$ cat src/rtl/pipe_pkg.sv
// pipe_pkg: shared definitions for pipeline-boundary buffers.
//   occ_t             : occupancy encoding (EMPTY / ONE / TWO)
//   RESET_PAYLOAD_BIT : fill bit for reset/invalid payloads (all zeros);
//                       replicate it to the payload width at the use site.
package pipe_pkg;

  typedef enum logic [1:0] {
    OCC_EMPTY = 2'd0,
    OCC_ONE   = 2'd1,
    OCC_TWO   = 2'd2
  } occ_t;

  localparam logic RESET_PAYLOAD_BIT = 1'b0;

endpackage : pipe_pkg

$ cat src/rtl/sat_counter.sv
// sat_counter: saturating up-counter with synchronous clear.
// Ports:
//   clk : clock, counter updates on rising edge
//   clr : synchronous clear (wins over inc)
//   inc : increment enable; ignored once the counter is at all-ones
//   cnt : current count, sticks at 2^W-1
module sat_counter #(
  parameter int unsigned W = 16
) (
  input  logic         clk,
  input  logic         clr,
  input  logic         inc,
  output logic [W-1:0] cnt
);

  localparam logic [W-1:0] CNT_MAX = {W{1'b1}};
  localparam logic [W-1:0] CNT_ONE = {{(W-1){1'b0}}, 1'b1};

  logic [W-1:0] cnt_r;

  // Count register: clear, saturating increment, otherwise hold.
  always_ff @(posedge clk) begin
    if (clr) begin
      cnt_r <= {W{1'b0}};
    end else if (inc && (cnt_r != CNT_MAX)) begin
      cnt_r <= cnt_r + CNT_ONE;
    end else begin
      cnt_r <= cnt_r;
    end
  end

  assign cnt = cnt_r;

endmodule : sat_counter

$ cat src/rtl/pipe_stage_buf.sv
// pipe_stage_buf: pipeline-boundary buffer with valid/ready on both sides,
// multi-source stall, flush (priority over stall) and a saturating stall
// cycle counter.
//
// Build option: PIPE_STAGE_SKID_EN
//   defined   : two entries (head + skid); in_ready does not depend on
//               out_ready, only on occupancy, stall and flush.
//   undefined : single entry; in_ready = (empty | out_ready) & ~stall & ~flush.
//
// Ports:
//   clk, rst          : clock, synchronous active-high reset
//   stall_in[N_STALL] : stall requests, OR-ed together
//   flush             : discard buffered entries
//   in_valid/in_ready/in_data    : upstream handshake and payload
//   out_valid/out_ready/out_data : downstream handshake and head payload
//   occ               : occupancy 0..2
//   stall_cnt         : saturating count of stalled cycles (cleared by rst only)
module pipe_stage_buf
  import pipe_pkg::*;
#(
  parameter int unsigned DATA_W  = 64,
  parameter int unsigned N_STALL = 3,
  parameter int unsigned CNT_W   = 16
) (
  input  logic               clk,
  input  logic               rst,
  input  logic [N_STALL-1:0] stall_in,
  input  logic               flush,
  input  logic               in_valid,
  output logic               in_ready,
  input  logic [DATA_W-1:0]  in_data,
  output logic               out_valid,
  input  logic               out_ready,
  output logic [DATA_W-1:0]  out_data,
  output logic [1:0]         occ,
  output logic [CNT_W-1:0]   stall_cnt
);

  localparam logic [DATA_W-1:0] ZERO_PAYLOAD = {DATA_W{RESET_PAYLOAD_BIT}};

  logic              stall_s;
  logic              enq_s;
  logic              deq_s;
  occ_t              occ_r;
  logic [DATA_W-1:0] head_r;
`ifdef PIPE_STAGE_SKID_EN
  logic [DATA_W-1:0] skid_r;
`endif

  // Handshake decode; rst also masks both sides so the reset cycle
  // neither accepts nor presents data.
  always_comb begin
    stall_s = |stall_in;
`ifdef PIPE_STAGE_SKID_EN
    in_ready = (occ_r != OCC_TWO) & ~stall_s & ~flush & ~rst;
`else
    in_ready = ((occ_r == OCC_EMPTY) | out_ready) & ~stall_s & ~flush & ~rst;
`endif
    out_valid = (occ_r != OCC_EMPTY) & ~stall_s & ~flush & ~rst;
    enq_s     = in_valid & in_ready;
    deq_s     = out_valid & out_ready;
  end

  // Occupancy FSM and payload storage. Empty slots are forced to zero so
  // stale data never lingers behind an invalid entry.
  always_ff @(posedge clk) begin
    if (rst || flush) begin
      occ_r  <= OCC_EMPTY;
      head_r <= ZERO_PAYLOAD;
`ifdef PIPE_STAGE_SKID_EN
      skid_r <= ZERO_PAYLOAD;
`endif
    end else if (stall_s) begin
      occ_r  <= occ_r;
      head_r <= head_r;
`ifdef PIPE_STAGE_SKID_EN
      skid_r <= skid_r;
`endif
    end else begin
      case (occ_r)
        OCC_EMPTY: begin
          if (enq_s) begin
            head_r <= in_data;
            occ_r  <= OCC_ONE;
          end
        end
        OCC_ONE: begin
          if (enq_s && deq_s) begin
            head_r <= in_data;
          end else if (deq_s) begin
            head_r <= ZERO_PAYLOAD;
            occ_r  <= OCC_EMPTY;
`ifdef PIPE_STAGE_SKID_EN
          end else if (enq_s) begin
            skid_r <= in_data;
            occ_r  <= OCC_TWO;
`endif
          end
        end
        OCC_TWO: begin
`ifdef PIPE_STAGE_SKID_EN
          // in_ready is low here, so only a dequeue can happen.
          if (deq_s) begin
            head_r <= skid_r;
            skid_r <= ZERO_PAYLOAD;
            occ_r  <= OCC_ONE;
          end
`else
          // Unreachable in the single-entry build; recover to empty.
          head_r <= ZERO_PAYLOAD;
          occ_r  <= OCC_EMPTY;
`endif
        end
        default: begin
          head_r <= ZERO_PAYLOAD;
`ifdef PIPE_STAGE_SKID_EN
          skid_r <= ZERO_PAYLOAD;
`endif
          occ_r  <= OCC_EMPTY;
        end
      endcase
    end
  end

  assign out_data = head_r;
  assign occ      = occ_r;

  // Stall statistics: counts stalled cycles, flush does not clear it.
  sat_counter #(
    .W (CNT_W)
  ) u_stall_cnt (
    .clk (clk),
    .clr (rst),
    .inc (stall_s & ~rst),
    .cnt (stall_cnt)
  );

endmodule : pipe_stage_buf

$ cat config.mk
export PLATFORM = sky130hd
export DESIGN_NAME = pipe_stage_buf
export DESIGN_NICKNAME = d
export VERILOG_FILES = /design/src/rtl/pipe_pkg.sv /design/src/rtl/sat_counter.sv /design/src/rtl/pipe_stage_buf.sv
export SDC_FILE = /design/constraint.sdc
export NUM_CORES = 1
export LEC_CHECK = 0
export CORE_MARGIN = 2
export CORE_UTILIZATION = 40
export CTS_CLUSTER_SIZE = 28
export DETAILED_ROUTE_END_ITERATION = 8
export PLACE_DENSITY = 0.89
export SYNTH_ARGS = -nofsm -noshare
export SYNTH_HDL_FRONTEND = slang
export SYNTH_HIERARCHICAL = 1
export SYNTH_SLANG_ARGS = --single-unit
$ cat constraint.sdc
create_clock -name clk -period 2.5 [get_ports clk]
set_clock_uncertainty 0.2 [all_clocks]
set_input_delay 0.375 -clock clk [delete_from_list [all_inputs] [get_ports clk]]
set_output_delay 0.375 -clock clk [all_outputs]
set_load 0.01 [all_outputs]
==> results.cfg <==
[pwr]
leakagePower_nw = 1.713
power.total_w = 0.002611
pwr_density_cell_mw_per_mm2 = 490.8
ir_drop_uv = 312.4

[sta]
postLayoutSetupSlackWorst_ns = 0.3753
tns_ns = 0
post-route-period-util_pct = 84.99
worstMarginPinSlew_ns = 0.6942
finalCriticalPeriod_ns = 2.125
max_freq_mhz = 470.7
slew_viol_final = 0
slew_headroom_pct = 53.12
finalSetupViolCount = 0
final_hold_viol_count = 0
rsz0062_at_grt = false

[layout]
fill_cells = 761
drive_gt1_share_pct = 7.260
antennaDiodeCount = 0
syn_to_final_growth_pct = 51.05
multi_input_area_mm2 = 0.001640
final_area_mm2 = 0.005320
seq_area_mm2 = 0.001622
nets = 620
final_core_util_pct = 61.61

[global_route]
grt_max_degree = 66
grt_overflow = 0
grtUsageTotal_pct = 21.67
grt_pass1_wl_mm = 17.42
grt_pass1_vias = 3695
antenna_found_initial = 0

[clocking]
cts_sinks = 81
cts_root_buffer = clkbuf_8
cts-hold-fix-buffers = 0
postCtsSetupBuffers = 0
ctsResizeCount = 0
cts_buffers = 9
path_clk_slew_ns = 0.08
cts_tree = done
insertion_delay_ns = 0.34
clock_path_buffers = 2
cts-htree-levels = 3

[worst_setup_path]
arrival_ns = 1.55
crit_path_cell_trace = clkdlybuf4s50_1 -> nor3_4 -> and3_1 -> dlymetal6s2s_1
worstPathRequired_ns = 1.92
end_kind = output port
cp_slowest_cell = clkdlybuf4s50_1
crit_type = in2out
cp_max_fo = 5
critPathTopFamily = buffers and inverters
slowest_delay_ns = 0.46
critPathLaunchType = primary input
crit_buf_inv = 2
reg2reg_slack_ns = 0.50

[floorplan]
dieArea_mm2 = 0.009572
die_w_um = 97.84
num_rows = 34
start_util_pct = 40.79
ios = 156
die_h_um = 97.84
core-area_mm2 = 0.008636

[placed_design]
place_ws_ns = 0.0008222
place_area_mm2 = 0.005106
io_buffers = 154
dp_hpwl_mm = 7.264
gp_congestion = 0.9083

[detailed_routing]
ant_nets = 0
wl_per_cell_um = 16.37
wirelength_mm = 10.79
drc = 0
vias_per_cell = 5.810
via_count = 3829
drt_iter0_markers = 154
detail_route.first_pass.iterations = 5

[synthesis]
ys_seq_area_share_pct = 46.04
netlist.area_leader.share_pct = 46.04
async_flop_share_pct = 0
synth_seq_cells = 81
synth.net_count = 485
synth_area_leader_cell = dfxtp_1
yosysMostFrequentCell = dfxtp_1
ys_warn_count = 6
synth-simple-area-share_pct = 21.63
synth_area_leaders = dfxtp_1 46%, nand4_1 12%, a21oi_1 11%
synthMuxAreaShare_pct = 1.243
syn_avg_cell_area_um2 = 8.549
synth_edf_count = 0
synthAdderAreaFrac_pct = 0.3552
synth_cell_types = 39
syn_area_mm2 = 0.003522
synth_xor_area_share_pct = 0.4973
synth_top_family_by_area = compound AO/OA/AOI/OAI gates
ys_top_cells_by_count = 81 x dfxtp_1, 75 x a21oi_1, 67 x nand4_1
synth_compound_area_share_pct = 22.45
ys.flop_type = dfxtp_1
syn_inst = 412

[run_status]
outcome = finished, final reports clean

[min_path]
holdCritPathClass = reg2reg

[run]
maxCapViolCount = 0
layout by cell type (no fill, tap or decap), types with 7 or more instances in the layout:
cell / n
clkdlybuf4s50_1: 151
dfxtp_1: 81
a21oi_1: 75
nand4_1: 67
o21ai_1: 61
buf_4: 13
clkbuf_8: 9
nor2_1: 8
o21ai_0: 8
nand2_1: 7
or4_1: 7
registers in the layout, summed over array words and instances, names as in the netlist:
name / cells
occ: 1
out_data: 64
u_stall_cnt/cnt: 16
final cells by class:
class / count / area share (%)
inverter: 4 / 0.2822
multi-input combinational: 281 / 30.83
timing repair buffer: 170 / 31.94
clock buffer: 10 / 2.399
clock inverter: 5 / 1.529
tap: 108 / 2.540
sequential: 81 / 30.48
final timing paths:
path / startpoint / to / cells after the start
max reg2reg: u_stall_cnt/cnt[0] / u_stall_cnt/cnt[15] / 6
max: stall_in[2] / in_ready / 4
min reg2reg: out_data[28] / out_data[28] / 2
min: out_data[28] / out_data[28] / 2
logic make-up (layout without fill, tap and decap cells):
family	after synthesis	in the layout
buffers and inverters	50	189
AOI/OAI and AO/OA	153	153
and+or+nand+nor	121	121
DFF	81	81
adders and majority gates	1	1
xor gates and xnor gates	2	2
other	1	1
muxes	3	3
stage by stage:
step,instances,hold WS [ns]
6_report,659,0.2803
5_1_grt,659,0.3083
4_1_cts,659,0.2835
3_5_place_dp,644,0.2717
3_3_place_gp,644,0.2595
2_1_floorplan,412,0.2984
worst min-delay path, stage by stage (launching register included):
cell,delay (ns)
dfxtp_1,0.31
o21ai_1,0.06
a21oi_1,0.06
routing by layer:
layer | wire length, µm | up-vias | GRT usage [%]
met5 | 0 | - | 0
met4 | 233 | 0 | 8.654
met3 | 769 | 21 | 5.870
met2 | 5376 | 163 | 37.36
met1 | 4410 | 1821 | 25.57
li1 | - | 1824 | -
power by group:
group / switching, W / leakage [nW] / internal, W
Sequential: 0.00000820 / 0.653 / 0.00130
Clock: 0.000459 / 0.102 / 0.000558
Combinational: 0.000134 / 0.958 / 0.000152
Total: 0.000601 / 1.71 / 0.00201
Power figures use the tool's default switching activity.
==> RTL edit (same flow settings) <==
Change the parameter `DATA_W` from 64 to 128.
--- a/src/rtl/pipe_stage_buf.sv
+++ b/src/rtl/pipe_stage_buf.sv
@@ -20,3 +20,3 @@
 #(
-  parameter int unsigned DATA_W  = 64,
+  parameter int unsigned DATA_W  = 128,
   parameter int unsigned N_STALL = 3,
Ports: changed (resized in_data and out_data); port bits go from 156 to 284. No check against the original RTL was run, so the function may have changed too.
==> RTL edit against the unedited design <==
Routed wire length increased by 90%; area after synthesis increased by 72%; sequential cell count increased by 64; first-iteration DRC count increased to 3.5 times the old value; worst hold slack got worse by 130 ps; setup slack got worse by 320 ps; die area increased by 69%; synthesized cell count increased by 73%; design area increased by 78%; utilization increased by 3.1 points; power increased by 100%; critical path type unchanged; critical endpoint is now out_valid; largest cell class unchanged; highest routed layer unchanged.
==> RTL edit: results (changes against the unedited design) <==
[run_status]
status = complete, no violations

[routing]
first_pass_iters = 4  ; -1
routed_wl_um = 20500  ; +90%
wl_met2_um = 9980  ; +86%
routed_via_density = 5.84  ; +0.47%
wl_met1_um = 8130  ; +84%
dr.first_iter.drc_count = 537  ; +250%

[clock_network]
htree_levels = 4  ; +1
clk_pin_slew_ps = 60  ; -20 ps
clock_latency_ps = 410  ; +70 ps
cts-root-buf = clkbuf_16
numCtsBuffers = 17  ; +8

[power_and_ir_drop]
p_sw_share_pct = 23.8  ; +0.76 points
p_seq_share_pct = 44.4  ; -5.7 points
ir_drop_v = 0.000470  ; +51%
p_clk_w = 0.00241  ; +140%
p_leak_nw = 3.02  ; +76%

[synthesis]
synthTopCellsByArea = dfxtp_1, nand4_1, a21oi_1, o21ai_1, clkbuf_1
ys_async_sr_fraction_pct = 0  ; unchanged
synth_cell_types = 39  ; unchanged
yosysSeqAreaShare_pct = 47.9  ; +1.9 points
synth_common_cells = dfxtp_1, a21oi_1, nand4_1
synth-compound-area-share_pct = 23.6  ; +1.2 points
synthAdderAreaFrac_pct = 0.206  ; -0.15 points
synth_xor_area_share_pct = 0.289  ; -0.21 points
syn_nets = 848  ; +75%

[hold_path]
min-delay-start = in_valid
hp-class = in -> reg

[place]
port_buffers = 282  ; +83%
hpwl_um = 13000  ; +79%
placed_area_mm2 = 0.00890  ; +74%
gp_congestion = 0.772  ; -15%

[global_route]
grt_pass1_vias = 6215  ; +68%
grt_pass1_wl_um = 31500  ; +81%
grt_max_degree = 129  ; +95%
track_usage_pct = 24.0  ; +2.3 points

[layout]
num-fill-cells = 1187  ; +56%
nets = 1080  ; +74%
drive_gt1_share_pct = 6.49  ; -0.77 points
largest_reg_flops = 128  ; +100%

[timing]
relSlewSlack_pct = 57.1  ; +3.9 points

[critical_path]
timing.rr.start = u_stall_cnt/cnt[0]$_SDFFE_PP0P_
cp.arrival_ps = 1870  ; +320 ps
crit_path_max_fanout = 3  ; -2
cp-startpoint = stall_in[0]

RTL edit: changes by cell type after synthesis, moves of 6 or more:
| cell | delta |
|---|---|
| a21oi_1 | +64 |
| dfxtp_1 | +64 |
| nand4_1 | +64 |
| o21ai_1 | +48 |
| clkbuf_1 | +26 |
| o21ai_0 | +16 |
| buf_2 | +11 |
| buf_6 | +6 |
RTL edit: per-layer routing:
metal	up-vias	track usage, %
met5	-	0
met4	0	9.70
met3	41	8.25
met2	303	40.6
met1	3160	27.9
li1	3151	-
RTL edit: final timing paths:
check	end	slack (ps)	cells past startpoint
worst max-delay path	out_valid	50	4
worst min register to register	out_data[110]$_SDFFE_PP0P_	270	2
worst min-delay path	out_data[91]$_SDFFE_PP0P_	150	3
worst max register to register	u_stall_cnt/cnt[1]$_SDFFE_PP0P_	540	6
RTL edit: what timing repair did:
item,4_1_cts,5_1_grt
pin swaps,1,3
endpoints found under the setup margin,2,2
buffers inserted,1,0
hold buffers,0,0
gates resized for setup,0,2
RTL edit: worst max-delay path, cell delays in order:
cell	delay, ps
clkdlybuf4s50_1	470
nor3_4	300
and3_1	200
clkdlybuf4s50_1	530
RTL edit: through the flow:
| step | cells | hold slack (ps) | total power [W] |
|---|---|---|---|
| after floorplan | 711 | 299 | 0.00260 |
| after global placement | 1107 | 261 | 0.00291 |
| after detailed placement | 1107 | 266 | 0.00291 |
| after CTS | 1140 | 129 | 0.00532 |
| after global routing | 1140 | 148 | 0.00547 |
| final | 1140 | 150 | 0.00528 |
RTL edit: final cells by class:
class	count	area [um^2]	share of cell area (%)
multi-input cells	473	2690	28.4
repair buffers	302	3080	32.4
clock inverters	13	110	1.16
well taps	184	230	2.43
flip-flops and latches	145	2900	30.6
clock buffers	19	453	4.78
inverters	4	15.0	0.158
